[src/rtl/wb_pkg.sv]
// Shared result-write types for the arbiter and the results buffer.
// One result_t bundle per completed execution-unit result.
package wb_pkg;

  localparam int ROBID_W = 4;
  localparam int DATA_W  = 8;

  localparam int FLAG_BRANCH    = 0;
  localparam int FLAG_HALT      = 4;
  localparam int FLAG_NOT_TAKEN = 5;

  typedef struct packed {
    logic [ROBID_W-1:0] robid;
    logic [DATA_W-1:0]  flags;
    logic [DATA_W-1:0]  wbs;
    logic [DATA_W-1:0]  value;
  } result_t;

endpackage

[src/rtl/wb_arbiter_if.sv]
// Source-side and results-buffer-side signals of the write arbiter.
// master drives results in, slave is the arbiter itself.
interface wb_arbiter_if
  import wb_pkg::*;
#(
  parameter int N_SRC = 3
) ();

  logic                            flush;
  logic [N_SRC-1:0]                src_valid;
  logic [N_SRC-1:0]                src_ready;
  logic [N_SRC-1:0][ROBID_W-1:0]   src_robid;
  logic [N_SRC-1:0][DATA_W-1:0]    src_flags;
  logic [N_SRC-1:0][DATA_W-1:0]    src_wbs;
  logic [N_SRC-1:0][DATA_W-1:0]    src_value;
  logic                            rob_transmit;
  logic [ROBID_W-1:0]              robid;
  logic [DATA_W-1:0]               flags;
  logic [DATA_W-1:0]               wbs;
  logic [DATA_W-1:0]               value;
  logic                            busy;

  modport master (
    output flush, src_valid, src_robid,
    output src_flags, src_wbs, src_value,
    input  src_ready, rob_transmit, robid,
    input  flags, wbs, value, busy
  );

  modport slave (
    input  flush, src_valid, src_robid,
    input  src_flags, src_wbs, src_value,
    output src_ready, rob_transmit, robid,
    output flags, wbs, value, busy
  );

endinterface

[src/rtl/wb_fifo.sv]
// Per-source result FIFO; flush and reset empty it in one edge.
// Storage is not reset, only pointers and count.
module wb_fifo
  import wb_pkg::*;
#(
  parameter int DEPTH = 2
) (
  input  logic                       clk,
  input  logic                       rst,
  input  logic                       flush,
  input  logic                       push,
  input  logic                       pop,
  input  result_t                    din,
  output result_t                    dout,
  output logic [$clog2(DEPTH+1)-1:0] count,
  output logic                       full,
  output logic                       empty
);

  localparam int CW = $clog2(DEPTH + 1);
  localparam int PW = (DEPTH > 1) ? $clog2(DEPTH) : 1;

  result_t       mem [DEPTH];
  logic [PW-1:0] wr;
  logic [PW-1:0] rd;

  function automatic logic [PW-1:0] inc(
    input logic [PW-1:0] p
  );
    return (int'(p) == DEPTH - 1) ? '0 : p + 1'b1;
  endfunction

  always_ff @(posedge clk) begin
    if (push) mem[wr] <= din;
  end

  always_ff @(posedge clk) begin
    if (rst || flush) begin
      wr    <= '0;
      rd    <= '0;
      count <= '0;
    end else begin
      if (push) wr <= inc(wr);
      if (pop)  rd <= inc(rd);
      unique case ({push, pop})
        2'b10:   count <= count + 1'b1;
        2'b01:   count <= count - 1'b1;
        default: count <= count;
      endcase
    end
  end

  assign dout  = mem[rd];
  assign full  = (count == CW'(DEPTH));
  assign empty = (count == '0);

endmodule

[src/rtl/wb_arbiter.sv]
// Round-robin merge of per-source result FIFOs onto the
// results-buffer write port, one registered result per cycle.
module wb_arbiter
  import wb_pkg::*;
#(
  parameter int N_SRC = 3,
  parameter int DEPTH = 2
) (
  input  logic         clk,
  input  logic         rst,
  wb_arbiter_if.slave  bus
);

  localparam int CW = $clog2(DEPTH + 1);
  localparam int RW = (N_SRC > 1) ? $clog2(N_SRC) : 1;

  result_t          head  [N_SRC];
  logic [CW-1:0]    count [N_SRC];
  logic [N_SRC-1:0] push;
  logic [N_SRC-1:0] pop;
  logic [N_SRC-1:0] full;
  logic [N_SRC-1:0] empty;
  logic [N_SRC-1:0] held;

  logic             grant;
  logic [RW-1:0]    winner;
  logic [RW-1:0]    rr_ptr;
  logic             tx;
  result_t          out;

  function automatic logic [RW-1:0] wrap(input int x);
    return RW'((x >= N_SRC) ? x - N_SRC : x);
  endfunction

  for (genvar i = 0; i < N_SRC; i++) begin : g_src
    result_t din;

    assign din = {bus.src_robid[i], bus.src_flags[i],
                  bus.src_wbs[i], bus.src_value[i]};

    // Ready ignores a same-cycle pop so it never depends on grant.
    assign bus.src_ready[i] = !rst && !bus.flush && !full[i];
    assign push[i] = bus.src_valid[i] && bus.src_ready[i];
    assign pop[i]  = grant && (int'(winner) == i);
    assign held[i] = (count[i] != '0);

    wb_fifo #(.DEPTH(DEPTH)) u_fifo (
      .clk   (clk),
      .rst   (rst),
      .flush (bus.flush),
      .push  (push[i]),
      .pop   (pop[i]),
      .din   (din),
      .dout  (head[i]),
      .count (count[i]),
      .full  (full[i]),
      .empty (empty[i])
    );
  end

  always_comb begin
    grant  = 1'b0;
    winner = '0;
    for (int k = 0; k < N_SRC; k++) begin
      if (!grant && !empty[wrap(int'(rr_ptr) + k)]) begin
        grant  = 1'b1;
        winner = wrap(int'(rr_ptr) + k);
      end
    end
  end

  always_ff @(posedge clk) begin
    if (rst) begin
      tx     <= 1'b0;
      out    <= '0;
      rr_ptr <= '0;
    end else if (bus.flush) begin
      tx     <= 1'b0;
      rr_ptr <= '0;
    end else if (grant) begin
      tx     <= 1'b1;
      out    <= head[winner];
      rr_ptr <= wrap(int'(winner) + 1);
    end else begin
      tx     <= 1'b0;
    end
  end

  assign bus.rob_transmit = tx;
  assign bus.robid        = out.robid;
  assign bus.flags        = out.flags;
  assign bus.wbs          = out.wbs;
  assign bus.value        = out.value;
  assign bus.busy         = tx || (|held);

endmodule

[src/flat_wrapper.sv]
// flat-port wrapper written by rule: the top's interface ports become plain ports
module wb_arbiter_flat import wb_pkg::*;
#(
  parameter int N_SRC = 3,
  parameter int DEPTH = 2
)
  (clk, rst, bus_flush, bus_src_valid, bus_src_robid, bus_src_flags, bus_src_wbs, bus_src_value, bus_src_ready, bus_rob_transmit, bus_robid, bus_flags, bus_wbs, bus_value, bus_busy);
  wb_arbiter_if #(.N_SRC(N_SRC)) bus_i ();
  input  logic clk;
  input  logic rst;
  input wire logic [$bits(bus_i.flush)-1:0] bus_flush;
  input wire logic [$bits(bus_i.src_valid)-1:0] bus_src_valid;
  input wire logic [$bits(bus_i.src_robid)-1:0] bus_src_robid;
  input wire logic [$bits(bus_i.src_flags)-1:0] bus_src_flags;
  input wire logic [$bits(bus_i.src_wbs)-1:0] bus_src_wbs;
  input wire logic [$bits(bus_i.src_value)-1:0] bus_src_value;
  output wire logic [$bits(bus_i.src_ready)-1:0] bus_src_ready;
  output wire logic [$bits(bus_i.rob_transmit)-1:0] bus_rob_transmit;
  output wire logic [$bits(bus_i.robid)-1:0] bus_robid;
  output wire logic [$bits(bus_i.flags)-1:0] bus_flags;
  output wire logic [$bits(bus_i.wbs)-1:0] bus_wbs;
  output wire logic [$bits(bus_i.value)-1:0] bus_value;
  output wire logic [$bits(bus_i.busy)-1:0] bus_busy;
  assign bus_i.flush = bus_flush;
  assign bus_i.src_valid = bus_src_valid;
  assign bus_i.src_robid = bus_src_robid;
  assign bus_i.src_flags = bus_src_flags;
  assign bus_i.src_wbs = bus_src_wbs;
  assign bus_i.src_value = bus_src_value;
  assign bus_src_ready = bus_i.src_ready;
  assign bus_rob_transmit = bus_i.rob_transmit;
  assign bus_robid = bus_i.robid;
  assign bus_flags = bus_i.flags;
  assign bus_wbs = bus_i.wbs;
  assign bus_value = bus_i.value;
  assign bus_busy = bus_i.busy;
  wb_arbiter #(.N_SRC(N_SRC), .DEPTH(DEPTH)) u_core (.clk(clk), .rst(rst), .bus(bus_i));
endmodule
[config.mk]
export PLATFORM = sky130hd
export DESIGN_NAME = wb_arbiter_flat
export DESIGN_NICKNAME = d
export VERILOG_FILES = /design/src/rtl/wb_pkg.sv /design/src/rtl/wb_arbiter_if.sv /design/src/rtl/wb_fifo.sv /design/src/rtl/wb_arbiter.sv /design/src/flat_wrapper.sv
export SDC_FILE = /design/constraint.sdc
export NUM_CORES = 1
export LEC_CHECK = 0
export BUFFER_PORTS_ARGS = -buffer_cell sky130_fd_sc_hd__buf_2
export CAP_MARGIN = 20
export CORE_AREA = 2 2 265 136
export DETAILED_ROUTE_END_ITERATION = 8
export DIE_AREA = 0 0 267 138
export RECOVER_POWER = 25
export REMOVE_ABC_BUFFERS = 1
export SETUP_SLACK_MARGIN = 0.15
export SYNTH_ARGS = -nofsm -noshare
export SYNTH_HDL_FRONTEND = slang
export SYNTH_HIERARCHICAL = 1
export SYNTH_SLANG_ARGS = --single-unit
[constraint.sdc]
create_clock -name clk -period 2.6 [get_ports clk]
set_input_delay 0.26 -clock clk [delete_from_list [all_inputs] [get_ports clk]]
set_output_delay 0.26 -clock clk [all_outputs]
set_load 0.05 [all_outputs]
Yosys cells after proc, flatten, opt, wreduce, memory -nomap -nowiden
Memories as Yosys holds them, arrays and structs flattened. A register that Yosys moved wholly into a read port is not among the register bits. Index checks and enable logic that the tools add are counted.

Register bits after elaboration: 43. Bits in writable memories: 168. Input bits: 90. Word-level logic and storage cells: 134. Memories: 3.

Add/subtract/negate cells: 19. Order comparisons: 8. Eq/ne operators: 11. Mux-type cells: 41. Bitwise operators: 2. Reductions and logical operators: 35.

Memory list: u_core.g_src[0].u_fifo.mem (depth 2, width 28, read ports 1, clocked after memory_dff 1, write ports 1, RTL line wb_fifo.sv:23) `result_t mem [DEPTH];`; u_core.g_src[1].u_fifo.mem (depth 2, width 28, read ports 1, clocked after memory_dff 1, write ports 1, RTL line wb_fifo.sv:23); u_core.g_src[2].u_fifo.mem (depth 2, width 28, read ports 1, clocked after memory_dff 1, write ports 1, RTL line wb_fifo.sv:23).

Operators with widths (count): binary-select mux 28 bit (select 2 bit) (1); two-way mux 28 bit (2); two-way mux 1 bit (25); equality test 2 bit, second input constant (8); two-way mux 2 bit (7); logical AND 1 bit (12); case mux 2 bit (2 select lines) (3); nonzero test 2 bit (6); subtractor 2 x 1 -> 2 bit, second input constant (6); greater-or-equal comparator 3 x 2 -> 1 bit, second input constant (3); < comparator 2 x 3 -> 1 bit, second input constant (3); logical NOT 1 bit (8); logical NOT 2 bit (4); adder 1 bit, second input constant (6); adder 2 x 1 -> 2 bit, second input constant (3); adder 2 x 1 -> 3 bit, second input constant (2); binary-select mux 1 bit (select 2 bit) (3); equality test 2 x 1 -> 1 bit, second input constant (3); adder 2 x 2 -> 3 bit, second input constant (1); greater-or-equal comparator 3 bit, second input constant (1); inverter 2 -> 3 bit (1); OR reduction 3 bit (1); greater-or-equal comparator 2 bit, second input constant (1); logical OR 1 bit (2); 4 further kinds (4).

Logic depth before layout (Yosys ltp)
Depth after elaboration: 15. Gate-level depth with buffers: 14. Mapped depth without buffers: 12.

By module
The synthesis kept the hierarchy.

Modules (own cells, without submodules): wb_fifo (instances 3, cells each 109, area each 2224.6 sq um, sequential area each 1781.7 sq um); wb_arbiter (instances 1, cells each 193, area each 1845.5 sq um, sequential area each 620.6 sq um).

Worst setup path after synthesis
OpenSTA, ideal clock, no wires.

Path kind: reg2reg. Start point: reg u_core.g_src[2].u_fifo.count[0]. End point: mem u_core/g_src[2].u_fifo/mem[0][0] in the netlist's numbering, enable pin. Setup time: 0.413 ns. Data arrival time: 2.826 ns. Data required time: 2.187 ns. Path slack: -0.639 ns. Cell stages (with the launch flop): 6. Path through: dfxtp_1 and2b_2 nor2_1 and2_1 inv_1 nor2_1.

Cells in the longest elaborated chain, start to end: 6.

RTL lines: from (decl) (RTL line wb_fifo.sv:15) `output logic [$clog2(DEPTH+1)-1:0] count,`; from (signal assigned) (RTL line wb_fifo.sv:46) `2'b10: count <= count + 1'b1;`; from (signal assigned) (RTL line wb_fifo.sv:47) `2'b01: count <= count - 1'b1;`; from (signal assigned) (RTL line wb_fifo.sv:48) `default: count <= count;`; equality test 2 bit (RTL line wb_fifo.sv:54) `assign full = (count == CW'(DEPTH));`; named net u_core.full[2] (RTL line wb_arbiter.sv:21) `logic [N_SRC-1:0] full;`; logical NOT 1 bit (RTL line wb_arbiter.sv:42) `assign bus.src_ready[i] = !rst && !bus.flush && !full[i];`; logical AND 1 bit (RTL line wb_arbiter.sv:42); named net bus_src_ready[2] (RTL line flat_wrapper.sv:17) `output wire logic [$bits(bus_i.src_ready)-1:0] bus_src_ready;`; logical AND 1 bit (RTL line wb_arbiter.sv:43) `assign push[i] = bus.src_valid[i] && bus.src_ready[i];`; named net u_core.push[2] (RTL line wb_arbiter.sv:19) `logic [N_SRC-1:0] push;`; two-way mux 1 bit (RTL line wb_fifo.sv:34) `if (push) mem[wr] <= din;`; two-way mux 1 bit (not written as such) (RTL line wb_fifo.sv:34); to (decl) (RTL line wb_fifo.sv:23).

The timed path passes the listed nets, and every way through them passes these cells.

Worst setup path in the final report
Start point: reg u_core.rr_ptr[1]. End point: reg u_core.g_src[1].u_fifo.count[1].

Cells in the longest elaborated chain, start to end: 15. Elaborated cells between the ends (all ways): 34. Those cells by class: add/sub (5); order compare (3); eq/ne (3); mux (16); reduce/logical (7).

RTL lines: from (decl) (RTL line wb_arbiter.sv:27) `logic [RW-1:0] rr_ptr;`; from (signal assigned) (RTL line wb_arbiter.sv:83) `rr_ptr <= wrap(int'(winner) + 1);`; adder 2 x 1 -> 3 bit (RTL line wb_arbiter.sv:65, wb_arbiter.sv:67); greater-or-equal comparator 3 x 2 -> 1 bit or subtractor 2 x 1 -> 2 bit (tied branches) (RTL line wb_arbiter.sv:32) `return RW'((x >= N_SRC) ? x - N_SRC : x);`; two-way mux 2 bit (RTL line wb_arbiter.sv:32); binary-select mux 1 bit (select 2 bit) (RTL line wb_arbiter.sv:65) `if (!grant && !empty[wrap(int'(rr_ptr) + k)]) begin`; two-way mux 1 bit (not written as such) (RTL line wb_arbiter.sv:65); logical NOT 1 bit (RTL line wb_arbiter.sv:65); logical AND 1 bit (RTL line wb_arbiter.sv:65); two-way mux 1 bit (RTL line wb_arbiter.sv:65); logical NOT 1 bit (RTL line wb_arbiter.sv:65); logical AND 1 bit (RTL line wb_arbiter.sv:65); two-way mux 2 bit (RTL line wb_arbiter.sv:65); equality test 2 bit (RTL line wb_arbiter.sv:44) `assign pop[i] = grant && (int'(winner) == i);`; logical AND 1 bit (*) (RTL line wb_arbiter.sv:44); named net u_core.pop[1] (RTL line wb_arbiter.sv:20) `logic [N_SRC-1:0] pop;`; equality test 2 x 1 -> 1 bit or equality test 2 bit (tied branches) (RTL line wb_fifo.sv:45) `unique case ({push, pop})`; case mux 2 bit (2 select lines) or nonzero test 2 bit (tied branches); to (signal assigned) (RTL line wb_fifo.sv:46); to (signal assigned) (RTL line wb_fifo.sv:47); to (signal assigned) (RTL line wb_fifo.sv:48); to (decl) (RTL line wb_fifo.sv:15).

The timed path passes the listed nets; every way through them passes the cells marked *. The select of a mux whose other input is x is not followed. A chain may end at the register's enable or synchronous reset.

==> metrics.yaml <==
pwr:
  leakage_nw: 4.19
  irDropWorstVdd_mv: 0.528
  pwr_per_cell_area_nw_per_um2: 1050
yosys:
  unique_masters_post_synth: 50
  syn_area_per_cell_sq_um: 16.4
  count_of_state_elements_after_synthesis: 214
  synth_top_area_cell: "sky130_fd_sc_hd__edfxtp_1"
  synth.top_cells.by_area: "sky130_fd_sc_hd__edfxtp_1 59%, sky130_fd_sc_hd__mux2_2 11%, sky130_fd_sc_hd__dfxtp_1 11%"
  total_of_warnings_raised_by_yosys: 6
  asyncSetResetFlopFracSynth_pct: 0
  syn-cell-area_sq_um: 8520
  synth_top_flop_cell: "sky130_fd_sc_hd__edfxtp_1"
  post_synthesis_share_of_cell_area_spent_on_and_or_nand_and_nor_gates_pct: 4.96
  synthCells: 520
  synth_edf_count: 168
  post_synth_fa_ha_maj_area_fraction_pct: 1.03
  seq_area_frac_synth_pct: 70.0
  synth_top_family_by_area: "multiplexers"
  synth.area.mux_share_pct: 14.7
  synth_xor_area_share_pct: 1.23
  synthesized_area_fraction_occupied_by_ao_oa_aoi_and_oai_cells_pct: 5.80
  synth_largest_type_area_fraction_pct: 59.2
layout:
  layout_commonest_cell: "sky130_fd_sc_hd__edfxtp_1"
  antenna_cells: 0
  area_of_the_multi_input_gates_sq_um: 2620
  area.growth.synth_to_final_pct: 39.6
  n_fill_cell: 3452
  final_cell_count_no_fill: 1284
  num-nets-final: 880
  mostFrequentLayoutCells: "168 x sky130_fd_sc_hd__edfxtp_1, 87 x sky130_fd_sc_hd__buf_2, 84 x sky130_fd_sc_hd__dlygate4sd3_1, 84 x sky130_fd_sc_hd__mux2_2, 44 x sky130_fd_sc_hd__clkbuf_1"
  area_used_by_sequential_logic_in_the_layout_sq_um: 5980
  post_route_cells_drive_above_1_share_pct: 39.1
clocking:
  insertion_delay_to_the_later_sink_of_the_worst_skew_pair_ns: 0.53
  cts_max_path_buffers: 3
  clock_tree.htree_level_count: 1
  clk_root_buffer_cell: "sky130_fd_sc_hd__clkbuf_16"
  cts_inserted_buffers: 23
  clk_transition_reported_paths_ns: 0.06
  clock_tree_from_tritoncts: "built"
  clock_sink_count: 214
grt:
  grt_first_pass_wirelength_microns: 34400
  grt_max_degree: 23
  via_count_of_the_first_global_routing_pass: 5480
  global_route.overflow_total: 0
  globalRouteTotalUtil_pct: 12.6
  antenna_found_initial: 0
worst_hold_path:
  holdCritPathClass: "input port to flop"
floorplanning:
  chipWidth_microns: 267
  start_util_pct: 24.3
  io_pins: 123
  dieHeight_microns: 138
  design.core.area_sq_um: 35000
  die_area_sq_um: 36800
  floorplan.rows: 49
critical_path:
  worstSetupEndpointType: "flop"
  critPathArrivalTime_ns: 2.90
  startpoint_type: "flop"
  timing.critical_path.fanout_max: 4
  critPathKind: "flop to flop"
  worst_ep_required_time_ns: 3.04
timing:
  setup_repair_after_global_routing_missed_its_margin: "true"
  fin_hold_ws_ns: 0.157
  clock.fmax_ghz: 0.406
  slew_viol_final: 0
  tightest_slew_ns: 0.717
  normalized_max_slew_margin_pct: 52.1
  finalClockSkew_ns: 0.0174
  setup-violations-final: 0
  final.period_utilization_pct: 94.8
  final.min_clock_period_ns: 2.46
  report.final.hold_viol_count: 0
placement:
  detailedPlacementHpwl_microns: 15700
  final_replace_weighted_congestion: 0.786
  io_buffers: 122
  numPlacedInstances: 1152
routing:
  routed-via-count: 5357
  route.detailed.drc: 0
  drtAntennaViolNets: 0
  detailedRoute.firstPassIterationCount: 4
  wire_length_reported_by_the_detailed_router_microns: 23700
  detail_route.vias_per_cell: 4.17
  post_drt_wl_per_cell_microns: 18.4
  detailedRoute.firstIterationViolations: 311
run:
  max_cap_violations: 0
outcome:
  outcome: "finished, final reports clean"
==> through the flow <==
step / utilization (%) / TNS, ns / power (mW) / instance area [sq um] / worst slack, ns
detailed placement: 28.8 / -5.38 / 8.46 / 10100 / -0.204
global placement: 28.8 / -2.83 / 8.41 / 10100 / -0.0974
finish: 34.0 / 0 / 12.5 / 11900 / 0.136
floorplan: - / -96.61 / 6.75 / 8370 / -1.60
CTS: 33.7 / 0 / 12.2 / 11800 / 0.116
global route: 34.0 / 0 / 13.1 / 11900 / 0.0394
==> final timing paths <==
path	endpoint	start	depth (start not counted)	slack [ns]
worst max-delay path	u_core/g_src[1].u_fifo/count[1]$_SDFFE_PP0P_	u_core/rr_ptr[1]$_SDFFE_PP0N_	11	0.14
worst min-delay path	u_core/bus.rob_transmit$_SDFF_PP0_	rst	3	0.16
worst max register to register	u_core/g_src[1].u_fifo/count[1]$_SDFFE_PP0P_	u_core/rr_ptr[1]$_SDFFE_PP0N_	11	0.14
worst min register to register	u_core/bus.value[2]$_SDFFE_PP0P_	u_core/bus.value[2]$_SDFFE_PP0P_	1	0.48
==> registers in the layout, indices dropped and copies added (netlist names), named ones only <==
name                       flops
u_core/bus.flags               8
u_core/g_src.u_fifo/mem      168
u_core/g_src.u_fifo/wr         3
u_core/g_src.u_fifo/rd         3
u_core/g_src.u_fifo/count      6
u_core/bus.wbs                 8
u_core/bus.rob_transmit        1
u_core/bus.robid               4
u_core/bus.value               8
u_core/rr_ptr                  2
==> layer usage <==
metal / share of wire [%] / track usage (%) / vias up / wire (microns)
met5: 0 / 0 / - / 0
met4: 1.6 / 2.42 / 0 / 370
met2: 45 / 19.5 / 120 / 10600
met3: 5.2 / 2.87 / 17 / 1230
met1: 48 / 18.3 / 2662 / 11500
li1: - / - / 2558 / -
==> synthesized netlist by cell type, types with 3 or more instances <==
master	count
sky130_fd_sc_hd__buf_6	6
sky130_fd_sc_hd__buf_2	13
sky130_fd_sc_hd__a221o_1	28
sky130_fd_sc_hd__mux2i_1	28
sky130_fd_sc_hd__edfxtp_1	168
sky130_fd_sc_hd__inv_1	10
sky130_fd_sc_hd__ha_1	7
sky130_fd_sc_hd__a211oi_1	3
sky130_fd_sc_hd__nand2_1	4
sky130_fd_sc_hd__dfxtp_1	46
sky130_fd_sc_hd__nor3_1	13
sky130_fd_sc_hd__and2b_2	3
sky130_fd_sc_hd__o21ai_0	5
sky130_fd_sc_hd__clkbuf_1	3
sky130_fd_sc_hd__and2_1	6
sky130_fd_sc_hd__mux2_2	84
sky130_fd_sc_hd__xnor2_1	9
sky130_fd_sc_hd__nor2_1	43
sky130_fd_sc_hd__xor2_1	3
sky130_fd_sc_hd__or3_1	3
==> layout make-up <==
type | count | area share (%)
Sequential cell | 214 | 50.3
Multi-Input combinational cell | 274 | 22.1
Timing Repair Buffer | 260 | 16.2
Clock buffer | 35 | 5.47
Tap cell | 484 | 5.09
Clock inverter | 7 | 0.579
Inverter | 10 | 0.337
==> cells by family after synthesis <==
group                    count (synthesis)
AO/OA/AOI/OAI                           55
XOR/XNOR                                12
adder cells (fa/ha/maj)                  7
buffers and inverters                   33
flip-flops                             214
multiplexers                           114
AND/OR/NAND/NOR                         85
==> worst max-delay path, stage by stage (launching register included) <==
cell and delay (ns):
sky130_fd_sc_hd__dfxtp_4 0.37, sky130_fd_sc_hd__inv_4 0.07, sky130_fd_sc_hd__ha_4 0.17, sky130_fd_sc_hd__mux2_4 0.34, sky130_fd_sc_hd__a21o_4 0.22, sky130_fd_sc_hd__nand3_1 0.08
sky130_fd_sc_hd__and3_4 0.23, sky130_fd_sc_hd__inv_2 0.05, sky130_fd_sc_hd__nor2_2 0.10, sky130_fd_sc_hd__ha_1 0.25, sky130_fd_sc_hd__or3_1 0.34, sky130_fd_sc_hd__a211oi_1 0.18
==> where the power goes <==
part / internal, mW / switching, mW / total (mW) / leakage, nW
Sequential: 3.93 / 0.191 / 4.12 / 1.90
Clock: 1.83 / 1.33 / 3.17 / 0.348
Combinational: 2.51 / 2.72 / 5.22 / 1.94
Total: 8.26 / 4.24 / 12.5 / 4.19
==> timing repair <==
action / in CTS / in global routing
pin swaps: 12 / 9
setup endpoints to repair: 33 / 32
cloned: 1 / 0
endpoints found under the hold margin: 168 / 0
gates resized for setup: 29 / 28
buffers inserted: 2 / 3
hold buffers: 84 / 0
Note: power is estimated with default switching activity, not from simulation.
